**config.mk**
```make
export PLATFORM = sky130hd
export DESIGN_NAME = life_ctrl_4x4
export DESIGN_NICKNAME = d
export VERILOG_FILES = /design/src/rtl/life_ctrl_4x4.sv
export SDC_FILE = /design/constraint.sdc
export NUM_CORES = 1
export LEC_CHECK = 0
export BUFFER_PORTS_ARGS = -buffer_cell sky130_fd_sc_hd__buf_2
export CAP_MARGIN = 25
export CORE_MARGIN = 3
export CORE_UTILIZATION = 46
export CTS_BUF_LIST = sky130_fd_sc_hd__clkbuf_8
export DETAILED_ROUTE_END_ITERATION = 8
export PLACE_DENSITY_LB_ADDON = 0.2
export SKIP_CTS_REPAIR_TIMING = 1
export SYNTH_ARGS = -nofsm -noshare
export SYNTH_HDL_FRONTEND = slang
export SYNTH_SLANG_ARGS = --single-unit
```
**constraint.sdc**
```tcl
create_clock -name clk -period 9.7 [get_ports clk]
set_input_delay 1.455 -clock clk [delete_from_list [all_inputs] [get_ports clk]]
set_output_delay 1.455 -clock clk [all_outputs]
set_load 0.02 [all_outputs]
```
**src/rtl/life_ctrl_4x4.sv**
```systemverilog
// Sequencer for the 4x4 life array: loads a 16-cell seed one cell per clock,
// then issues run pulses at a programmable period for a programmable number
// of generations, and reports completion.
//
// Ports:
//   clk, reset      - clock; synchronous active-low reset
//   start, stop     - begin load-then-run (IDLE only); abort LOAD/RUN
//   pattern         - seed, bit i -> col=i[3:2], row=i[1:0]
//   num_gens        - generations to run, 0 = until stop
//   period          - clocks between run pulses, 0 treated as 1
//   row, col, val   - array write address/data
//   write_enb, run  - array write strobe and generation-advance pulse
//   busy, done      - high in LOAD/RUN; one-cycle completion pulse
//   gen_count       - run pulses issued since the last start
module life_ctrl_4x4 #(
    parameter int unsigned GEN_W = 8,
    parameter int unsigned PER_W = 16
) (
    input  logic             clk,
    input  logic             reset,
    input  logic             start,
    input  logic             stop,
    input  logic [15:0]      pattern,
    input  logic [GEN_W-1:0] num_gens,
    input  logic [PER_W-1:0] period,
    output logic [1:0]       row,
    output logic [1:0]       col,
    output logic             val,
    output logic             write_enb,
    output logic             run,
    output logic             busy,
    output logic             done,
    output logic [GEN_W-1:0] gen_count
);

    typedef enum logic [1:0] {S_IDLE, S_LOAD, S_RUN, S_DONE} state_e;

    state_e           state_q, state_d;
    logic [3:0]       idx_q, idx_d;
    logic [PER_W-1:0] div_q, div_d;
    logic [15:0]      pat_q, pat_d;
    logic [GEN_W-1:0] ngen_q, ngen_d;
    logic [PER_W-1:0] per_q, per_d;
    logic [GEN_W-1:0] gen_q, gen_d;
    logic [1:0]       row_q, row_d;
    logic [1:0]       col_q, col_d;
    logic             val_q, val_d;
    logic             we_q, we_d;
    logic             run_q, run_d;
    logic             busy_q, busy_d;
    logic             done_q, done_d;
    logic [3:0]       nxt_idx;

    // State and output registers
    always_ff @(posedge clk) begin
        if (!reset) begin
            state_q <= S_IDLE;
            idx_q   <= '0;
            div_q   <= '0;
            pat_q   <= '0;
            ngen_q  <= '0;
            per_q   <= PER_W'(1);
            gen_q   <= '0;
            row_q   <= '0;
            col_q   <= '0;
            val_q   <= 1'b0;
            we_q    <= 1'b0;
            run_q   <= 1'b0;
            busy_q  <= 1'b0;
            done_q  <= 1'b0;
        end else begin
            state_q <= state_d;
            idx_q   <= idx_d;
            div_q   <= div_d;
            pat_q   <= pat_d;
            ngen_q  <= ngen_d;
            per_q   <= per_d;
            gen_q   <= gen_d;
            row_q   <= row_d;
            col_q   <= col_d;
            val_q   <= val_d;
            we_q    <= we_d;
            run_q   <= run_d;
            busy_q  <= busy_d;
            done_q  <= done_d;
        end
    end

    // Next state; output registers are loaded with the value for the coming
    // cycle so the write for idx lands while state_q==LOAD and idx_q==idx.
    always_comb begin
        state_d = state_q;
        idx_d   = idx_q;
        div_d   = div_q;
        pat_d   = pat_q;
        ngen_d  = ngen_q;
        per_d   = per_q;
        gen_d   = gen_q;
        row_d   = row_q;
        col_d   = col_q;
        val_d   = val_q;
        we_d    = 1'b0;
        run_d   = 1'b0;
        done_d  = 1'b0;
        nxt_idx = idx_q + 4'd1;

        case (state_q)
            S_IDLE: begin
                if (start) begin
                    pat_d   = pattern;
                    ngen_d  = num_gens;
                    per_d   = (period == '0) ? PER_W'(1) : period;
                    gen_d   = '0;
                    idx_d   = '0;
                    we_d    = 1'b1;
                    row_d   = 2'd0;
                    col_d   = 2'd0;
                    val_d   = pattern[0];
                    state_d = S_LOAD;
                end
            end
            S_LOAD: begin
                if (stop) begin
                    state_d = S_IDLE;
                end else if (idx_q == 4'd15) begin
                    div_d   = '0;
                    state_d = S_RUN;
                end else begin
                    idx_d = nxt_idx;
                    we_d  = 1'b1;
                    row_d = nxt_idx[1:0];
                    col_d = nxt_idx[3:2];
                    val_d = pat_q[nxt_idx];
                end
            end
            S_RUN: begin
                if (stop) begin
                    state_d = S_IDLE;
                end else if (div_q == per_q - PER_W'(1)) begin
                    div_d = '0;
                    run_d = 1'b1;
                    gen_d = gen_q + GEN_W'(1);
                    // num_gens==0 runs forever; gen_count wraps naturally
                    if (ngen_q != '0 && gen_d == ngen_q) begin
                        state_d = S_DONE;
                    end
                end else begin
                    div_d = div_q + PER_W'(1);
                end
            end
            S_DONE: begin
                done_d  = 1'b1;
                state_d = S_IDLE;
            end
            default: state_d = S_IDLE;
        endcase

        busy_d = (state_d == S_LOAD) || (state_d == S_RUN);
    end

    assign row       = row_q;
    assign col       = col_q;
    assign val       = val_q;
    assign write_enb = we_q;
    assign run       = run_q;
    assign busy      = busy_q;
    assign done      = done_q;
    assign gen_count = gen_q;

endmodule

```
# Yosys cells after proc, flatten, opt, wreduce, memory -nomap -nowiden
# Index checks and enable logic that the tools add are counted.
[classes]
add_sub_neg = 4
order_cmp = 1
n_eq_ne = 14
muxes = 40
bitwise = 2
reduce_logical = 13
[op_table]
columns = ["operator", "n"]
rows = [
  ["two-way mux 16 bit", 5],
  ["case mux 16 bit (2 select lines)", 1],
  ["two-way mux 8 bit", 3],
  ["two-way mux 2 bit", 11],
  ["adder 16 x 1 -> 16 bit (second input constant)", 1],
  ["equality test 16 bit", 1],
  ["logical NOT 16 bit", 1],
  ["case mux 8 bit (2 select lines)", 1],
  ["subtractor 16 x 1 -> 16 bit (second input constant)", 1],
  ["two-way mux 4 bit", 3],
  ["inequality test 2 bit (second input constant)", 6],
  ["AND reduction 4 bit", 3],
  ["two-way mux 1 bit", 9],
  ["adder 8 x 1 -> 8 bit (second input constant)", 1],
  ["equality test 8 bit", 1],
  ["case mux 2 bit (2 select lines)", 2],
  ["case mux 2 bit (4 select lines)", 1],
  ["case mux 4 bit (2 select lines)", 1],
  ["nonzero test 8 bit", 1],
  ["equality test 2 bit (second input constant)", 3],
  ["nonzero test 2 bit", 3],
  ["< comparator 4 x 5 -> 1 bit (second input constant)", 1],
  ["adder 4 x 1 -> 4 bit (second input constant)", 1],
  ["binary-select mux 1 bit (select 4 bit)", 1],
  ["9 further kinds", 12],
]
[totals]
ff_bits = 79
inputBits = 44
output_inout_bits = 17
word_cells = 88

# Logic depth before layout (Yosys ltp)
# Gate-level depths: netlist of the first run.
[depth]
ltp_word = 9
depth_mapped = 11
ltp_nobuf = 10

# Least setup slack after synthesis of the first run
# Ideal clock, no wire load.
[synth_timing]
path_type = "reg2reg"
startpoint = "register per_q[3]"
endpoint = "register gen_q[0] (netlist: gen_count[0])"
setup_ps = 65
arrival_time_ps = 3005
t_required_ps = 9635
setup_slack_ps = 6630
path_stages_with_launch = 12
n_path_buf = 3
period_less_slack_ps = 3070
cell_sequence = "dfxtp_1 -> buf_6 -> or4_4 -> buf_6 -> or4_4 -> mux2i_1 -> o31ai_1 -> a2111oi_4 -> and4_1 -> buf_4 -> mux2_1 -> nor2_1"
[synth_via]
elab_chain_cells = 4
[synth_lines]
columns = ["element", "line_no", "rtl"]
rows = [
  ["start, declared", "43", "logic [PER_W-1:0] per_q, per_d;"],
  ["start signal, assigned", "77", "per_q <= per_d;"],
  ["subtractor 16 x 1 -> 16 bit", "139", "end else if (div_q == per_q - PER_W'(1)) begin"],
  ["equality test 16 bit", "139", ""],
  ["inequality test 2 bit (no line)", "--", ""],
  ["AND reduction 4 bit (no line)", "--", ""],
  ["end signal, assigned", "78", "gen_q <= gen_d;"],
  ["end, declared", "44", "logic [GEN_W-1:0] gen_q, gen_d;"],
]
# Every way passes these cells.
# A chain may end at the register's enable or synchronous reset.

# Worst setup path after layout of the first run
[layout_timing]
startpoint = "register per_q[0]"
endpoint = "register div_q[11]"
[layout_via]
elab_chain_cells = 5
[layout_lines]
columns = ["element", "line_no", "rtl"]
rows = [
  ["subtractor 16 x 1 -> 16 bit", "139", ""],
  ["equality test 16 bit", "139", ""],
  ["two-way mux 16 bit", "139", ""],
  ["two-way mux 16 bit", "137", "if (stop) begin"],
  ["case mux 16 bit (2 select lines)", "107", "case (state_q)"],
  ["end signal, assigned", "74", "div_q <= div_d;"],
  ["end, declared", "40", "logic [PER_W-1:0] div_q, div_d;"],
]
# Every way passes these cells. The select of a mux whose other input is x is not followed.

==> reports/metrics.cfg, run 1 <==
[global_route]
grt.overflow.total=0
grt_antenna_before_repair=0
grt_pass1_wl_um=16750
globalRoute.busiestLayer=met2
use_met1=0.2961
grt_max_degree=54
grt_use_total=0.2070
grt_pass1_vias=3521
globalRouteMet2Util=0.3249
grt.met3_usage=0.03086

[finish]
final_common_cell=nand2_1
area_growth_pct=14.21
fin_area_sq_um=4574
final_cell_mix=nand2_1 (108), dfxtp_1 (75), buf_2 (60), a21oi_1 (59), nand3_1 (28)
stdcell_count=666
fin_util=0.5485
nets=604
drive_gt1_frac=0.1622
diodes=0

[timing]
rsz0062_at_grt=false
finalMaxSlewViolations=0
setup_tns_ns=0
hold_viol_final=0
finalCriticalPeriod_ns=3.486
fmax_mhz=286.9
setup_viol=0
slew_headroom=0.3519
skew_ns=0.01062
worst_slew_pin_slew_ns=0.9686
post-route-period-util=0.3593

[synth]
synth_nets=559
synth_cells=511
yosys_warnings=0
synth_ff_type=dfxtp_1
ys_types=58
ys_seq_area_frac=0.3749
avgSynthCellArea_sq_um=7.838
netlist_area_sq_um=4005
synth_enable_flop_cells=0
ys_seq_elements=75
async_flop_share=0

[worst_setup_path]
critPathLaunchType=flip-flop
worst_path_max_delay_cell=a21oi_1
crit_required_ns=9.94
critPathBufInv=1
arrival_ns=3.72
crit_type=reg -> reg
setup.worst_path.end_class=flip-flop
cp_slowest_stage_delay_ns=0.71
crit_family=compound AO/OA/AOI/OAI gates
critPathMaxFanout=11
crit_path_cell_trace=inv_1 -> ha_1 -> or3b_2 -> or4_4 -> mux2i_1 -> o31ai_1 -> a2111oi_4 -> a21oi_1 -> nand3_1 -> o311ai_0

[power_and_ir_drop]
intPower_mw=0.5285
p_leak_nw=1.764
pwr-share-clk=0.416
pwr-share-comb=0.120
vdd.ir_drop.worst_uv=88.48
power_density_nw_per_um2=155.8
p_sw_mw=0.1841
switching_share=0.2584
power_frac_seq=0.465
finalPower_mw=0.7127

[routing]
drt-total-wl_um=9709
viasPerCell=5.658
drt_pre_antenna_iters=4
num_vias=3768
drt_iter0_drc=166
post_drt_wl_per_cell_um=14.58
drcViolationCount=0
ant_nets=0

[placed_design]
numPortBuffers=60
placed_cell_area_sq_um=4327
dp_cells=650
gp_congestion=0.8723
dp_hpwl_um=7072

[die]
die_width_um=99.31
rows=33
initial_core_util=0.4802
design.die.area_sq_um=9862
core-area_sq_um=8341
ioPinCount=61
die_y_um=99.31

[clocking]
htree_levels=3
cts_buffers=9
cts_root_buf=clkbuf_8
cts.sinks=75
clk-insertion-delay-late_ns=0.35
ctsLongestPathBuffers=2
tritoncts=built
path_clk_slew_ns=0.08

[flow_run]
cap_violations=0

[min_path]
hold_path_class=reg -> reg

[outcome]
status=completed

-- synth_stat cells (all sizes together) (7+ instances only) --
| cell type | instances | area share |
|---|---|---|
| nand2 | 108 | 0.10 |
| dfxtp | 75 | 0.37 |
| a21oi | 59 | 0.074 |
| nand3 | 28 | 0.035 |
| nor2 | 26 | 0.024 |
| clkbuf | 21 | 0.020 |
| o21ai | 20 | 0.025 |
| nor3 | 15 | 0.019 |
| xor2 | 15 | 0.033 |
| xnor2 | 13 | 0.028 |
| nor4 | 10 | 0.016 |
| buf | 8 | 0.013 |
| nand4 | 8 | 0.012 |
| inv | 7 | 0.0066 |
| nor2b | 7 | 0.011 |
-- power groups by stage --
stage	Clock [mW]	Sequential, mW	Combinational, mW
final	0.296	0.331	0.0852
after global routing	0.315	0.334	0.0970
after detailed placement	0	0.339	0.0852
after CTS	0.300	0.331	0.0857
after floorplan	0	0.336	0.0635
after global placement	0	0.338	0.0841
-- worst min-delay path, delay by kind of cell (launching register included) --
| kind | cells | cell delay [ns] |
|---|---|---|
| flip-flops | 1 | 0.31 |
| AND/OR/NAND/NOR | 1 | 0.05 |
| AO/OA/AOI/OAI | 1 | 0.05 |
-- layer usage --
layer | share of wire | wire length, um
met3 | 0.056 | 545
met1 | 0.47 | 4601
met4 | 0.0072 | 70
met2 | 0.46 | 4493
met5 | 0 | 0
-- through the flow --
| step | setup slack (ns) | hold WS, ns |
|---|---|---|
| after floorplan | 6.630 | 0.4331 |
| after global placement | 6.422 | 0.4415 |
| after detailed placement | 6.291 | 0.4472 |
| after CTS | 6.251 | 0.4579 |
| after global routing | 5.885 | 0.4855 |
| final | 6.214 | 0.4559 |
-- registers in the layout (all words and copies together), names as in the netlist, 2 cells and up --
signal,flops
div_q,16
pat_q,16
per_q,16
gen_count,8
ngen_q,8
idx_q,3
state_q,2
-- cells by family (layout without fill, tap and decap cells) --
group,count (synthesis),in the layout,share of synthesized area
adder cells (fa/ha/maj),4,4,0.01250
AND/OR/NAND/NOR,237,237,0.2834
buffers and inverters,37,87,0.04061
XOR/XNOR,28,28,0.06123
flip-flops,75,75,0.3749
AO/OA/AOI/OAI,118,118,0.1809
multiplexers,12,12,0.04655
-- path summary, 6_finish.rpt --
check,slack [ns],end,cells after the start,from
max,6.21,div_q[11],10,per_q[0]
min,0.46,pat_q[8],2,pat_q[8]
max reg2reg,6.21,div_q[11],10,per_q[0]
min reg2reg,0.46,pat_q[8],2,pat_q[8]
-- final cells by class --
class | count | area (sq um)
Inverter | 8 | 30.03
Clock inverter | 7 | 123.9
Timing Repair Buffer | 63 | 322.8
Multi-Input combinational cell | 399 | 2341
Sequential cell | 75 | 1501
Clock buffer | 9 | 123.9
Tap cell | 105 | 131.4
Fill cell | 840 | 3766
(Power assumes the default switching activity.)
==> inputs of run 2 (changes only) <==
--- a/config.mk
+++ b/config.mk
@@ -5,6 +5,7 @@
 export SDC_FILE = /design/constraint.sdc
 export NUM_CORES = 1
 export LEC_CHECK = 0
+export ABC_AREA = 1
 export BUFFER_PORTS_ARGS = -buffer_cell sky130_fd_sc_hd__buf_2
 export CAP_MARGIN = 25
 export CORE_MARGIN = 3
==> constraint.sdc (replaced) <==
create_clock -name clk -period 3.6 [get_ports clk]
set_input_delay 0.54 -clock clk [delete_from_list [all_inputs] [get_ports clk]]
set_output_delay 0.54 -clock clk [all_outputs]
set_load 0.02 [all_outputs]
==> reports/metrics.cfg, run 2 <==
[synth]
synth_enable_flop_cells=0  ; unchanged
yosysMostFrequentCell=nand2_1
ys_seq_area_frac=0.3475  ; -0.02736
avgSynthCellArea_sq_um=6.576  ; -16%
synth_ff_type=dfxtp_1
synth_top_area_cell=dfxtp_1
synth_nets=705  ; +26%
yosysTopAreaCellShare=0.3475  ; -0.02736
synth_cells=657  ; +29%
ys_top_cells_by_count=nand2_1 (167), nor2_1 (100), dfxtp_1 (75), inv_1 (60), o21ai_0 (50)
async_flop_share=0  ; unchanged
netlist_top_cells_area=dfxtp_1 (35%), nand2_1 (15%), nor2_1 (8.7%)
netlist_area_sq_um=4320  ; +7.9%
ys_types=41  ; -29%
ys_seq_elements=75  ; unchanged
yosys_warnings=0  ; unchanged

[worst_setup_path]
cp_slowest_stage_delay_ns=0.33  ; -0.38 ns
cp_num_cells=11  ; +1
crit_type=reg -> reg
worst_path_max_delay_cell=dfxtp_1
arrival_ns=2.71  ; -1.01 ns
reg2reg_slack_ns=1.11  ; -5.11 ns
crit_start=per_q[0]
r2r-end=div_q[7]
r2r_start=per_q[0]
crit_path_cell_trace=inv_1 -> ha_1 -> nand2_1 -> nor2_1 -> nand3_2 -> o21ai_0 -> nand4_1 -> nor2_1 -> nand3_2 -> nand2_1 -> o21ai_0
crit_family=simple AND/OR/NAND/NOR gates
crit_required_ns=3.82  ; -6.12 ns
critPathBufInv=1  ; unchanged
critPathLaunchType=flip-flop
critPathMaxFanout=13  ; +2
setup.worst_path.end_class=flip-flop
ff2ff_path_depth=11  ; +1

[finish]
final_common_cell=nand2_1
stdcell_count=818  ; +23%
nets=753  ; +25%
area_growth_pct=11.90
diodes=0  ; unchanged
top_regs=div_q (16), pat_q (16), per_q (16)
final_cell_mix=nand2_1 (167), nor2_1 (100), dfxtp_1 (75), inv_1 (60), buf_2 (60)
drive_gt1_frac=0.1408  ; -0.02137

[timing]
finalCriticalPeriod_ns=2.494  ; -0.9919 ns
holdWs_ns=0.4371  ; -0.01878 ns
finalMaxSlewViolations=0  ; unchanged
rsz0062_at_grt=false
setup_viol=0  ; unchanged
setup_tns_ns=0  ; unchanged
skew_ns=0.01138  ; +0.0007668 ns
worst_slew_pin_slew_ns=0.8745  ; -0.09407 ns
fmax_mhz=401.0  ; +40%
slew_headroom=0.4116  ; +0.05972
post-route-period-util=0.6927  ; +0.3334
hold_viol_final=0  ; unchanged
fin_ws_ns=1.106  ; -5.108 ns

[routing]
post_drt_wl_per_cell_um=13.07  ; -10%
drt-total-wl_um=10690  ; +10%
drt_pre_antenna_iters=4  ; unchanged
num_vias=4173  ; +11%
ant_nets=0  ; unchanged
viasPerCell=5.101  ; -9.8%
drcViolationCount=0  ; unchanged
drt_iter0_drc=180  ; +8.4%

[placed_design]
post-place-ws_ns=1.164  ; -5.128 ns
dp_cells=802  ; +23%
dp_hpwl_um=8128  ; +15%
numPortBuffers=60  ; unchanged
gp_congestion=0.9203  ; +5.5%

[die]
die_width_um=102.9  ; +3.6%
core-area_sq_um=8934  ; +7.1%
initial_core_util=0.4836  ; +0.003415
rows=34  ; +3.0%
ioPinCount=61  ; unchanged
design.die.area_sq_um=10590  ; +7.4%
die_y_um=102.9  ; +3.6%

[min_path]
min_from=period[11]
hold_path_class=in -> reg
min_path_cells=3  ; +1
hold-path-endpoint=per_q[11]

[clocking]
tritoncts=built
clk-insertion-delay-late_ns=0.36  ; about the same
path_clk_slew_ns=0.09  ; about the same
cts_buffers=9  ; unchanged
htree_levels=3  ; unchanged
cts.sinks=75  ; unchanged
cts_root_buf=clkbuf_8
ctsLongestPathBuffers=2  ; unchanged

[global_route]
grt_use_total=0.2166  ; +0.009644
grt_antenna_before_repair=0  ; unchanged
grt.overflow.total=0  ; unchanged
grt_max_degree=60  ; +11%
grt_pass1_vias=3929  ; +12%
grt_pass1_wl_um=18170  ; +8.5%

[power_and_ir_drop]
power_frac_seq=0.489  ; +0.024
pwr-share-clk=0.329  ; -0.087
p_leak_nw=2.158  ; +22%
switching_share=0.3195  ; +0.06107
p_sw_mw=0.5995  ; +230%
pwr-share-comb=0.182  ; +0.062
vdd.ir_drop.worst_uv=228.7  ; +160%
finalPower_mw=1.877  ; +160%
intPower_mw=1.277  ; +140%
power_density_nw_per_um2=388.2  ; +150%

[flow_run]
cap_violations=0  ; unchanged

[outcome]
status=completed

## run 2: cell count changes in the layout (fill, tap and decap cells not counted), sizes merged, moves of 19 or more
cell / before / now
o21ai: 20 / 52
inv: 9 / 63
nor2: 26 / 108
nand3: 28 / 47
nand2: 108 / 170
a21oi: 59 / 32
## run 2: cell families (layout without fill, tap and decap cells)
logic type	Yosys count	in the layout	synth area share
XOR/XNOR	32	32	0.07009
adder cells (fa/ha/maj)	4	4	0.01158
multiplexers	1	1	0.002317
AND/OR/NAND/NOR	359	359	0.3632
AO/OA/AOI/OAI	99	99	0.1237
buffers and inverters	87	140	0.08167
flip-flops	75	75	0.3475
## run 2: metrics by stage
step,area (sq um),utilization
global route,4835,0.5412
finish,4835,0.5412
floorplan,4320,-
detailed placement,4651,0.5206
global placement,4651,0.5206
CTS,4835,0.5412
## run 2: how the worst max path moves through the flow
stage | to
finish | div_q[7]
global route | div_q[7]
CTS | div_q[7]
detailed placement | div_q[7]
global placement | div_q[3]
floorplan | gen_count[7]
## run 2: routing by layer
metal / track usage / up-vias / share of wire
met5: 0 / - / 0
met4: 0.05677 / 0 / 0.015
met3: 0.04601 / 12 / 0.047
met2: 0.3350 / 93 / 0.44
met1: 0.3076 / 1853 / 0.50
li1: - / 2215 / -
## run 2: worst min-delay path, delay by kind of cell
kind                   cells  cell delay [ns]
AND/OR/NAND/NOR            1             0.06
buffers and inverters      1             0.10
AO/OA/AOI/OAI              1             0.05
## run 2: final cells by class
cell class	instances	area [sq um]
clock buffers	10	137.6
clock inverters	6	46.29
fillers	933	4099
inverters	62	232.7
multi-input cells	495	2466
flip-flops and latches	75	1501
well taps	108	135.1
repair buffers	62	315.3
## run 2: power groups by stage
| stage | Clock (mW) | Combinational (mW) | Sequential [mW] |
|---|---|---|---|
| 2_1_floorplan | 0 | 0.247 | 0.935 |
| 3_3_place_gp | 0 | 0.335 | 0.935 |
| 3_5_place_dp | 0 | 0.341 | 0.937 |
| 4_1_cts | 0.634 | 0.342 | 0.918 |
| 5_1_grt | 0.664 | 0.397 | 0.924 |
| 6_report | 0.617 | 0.342 | 0.918 |
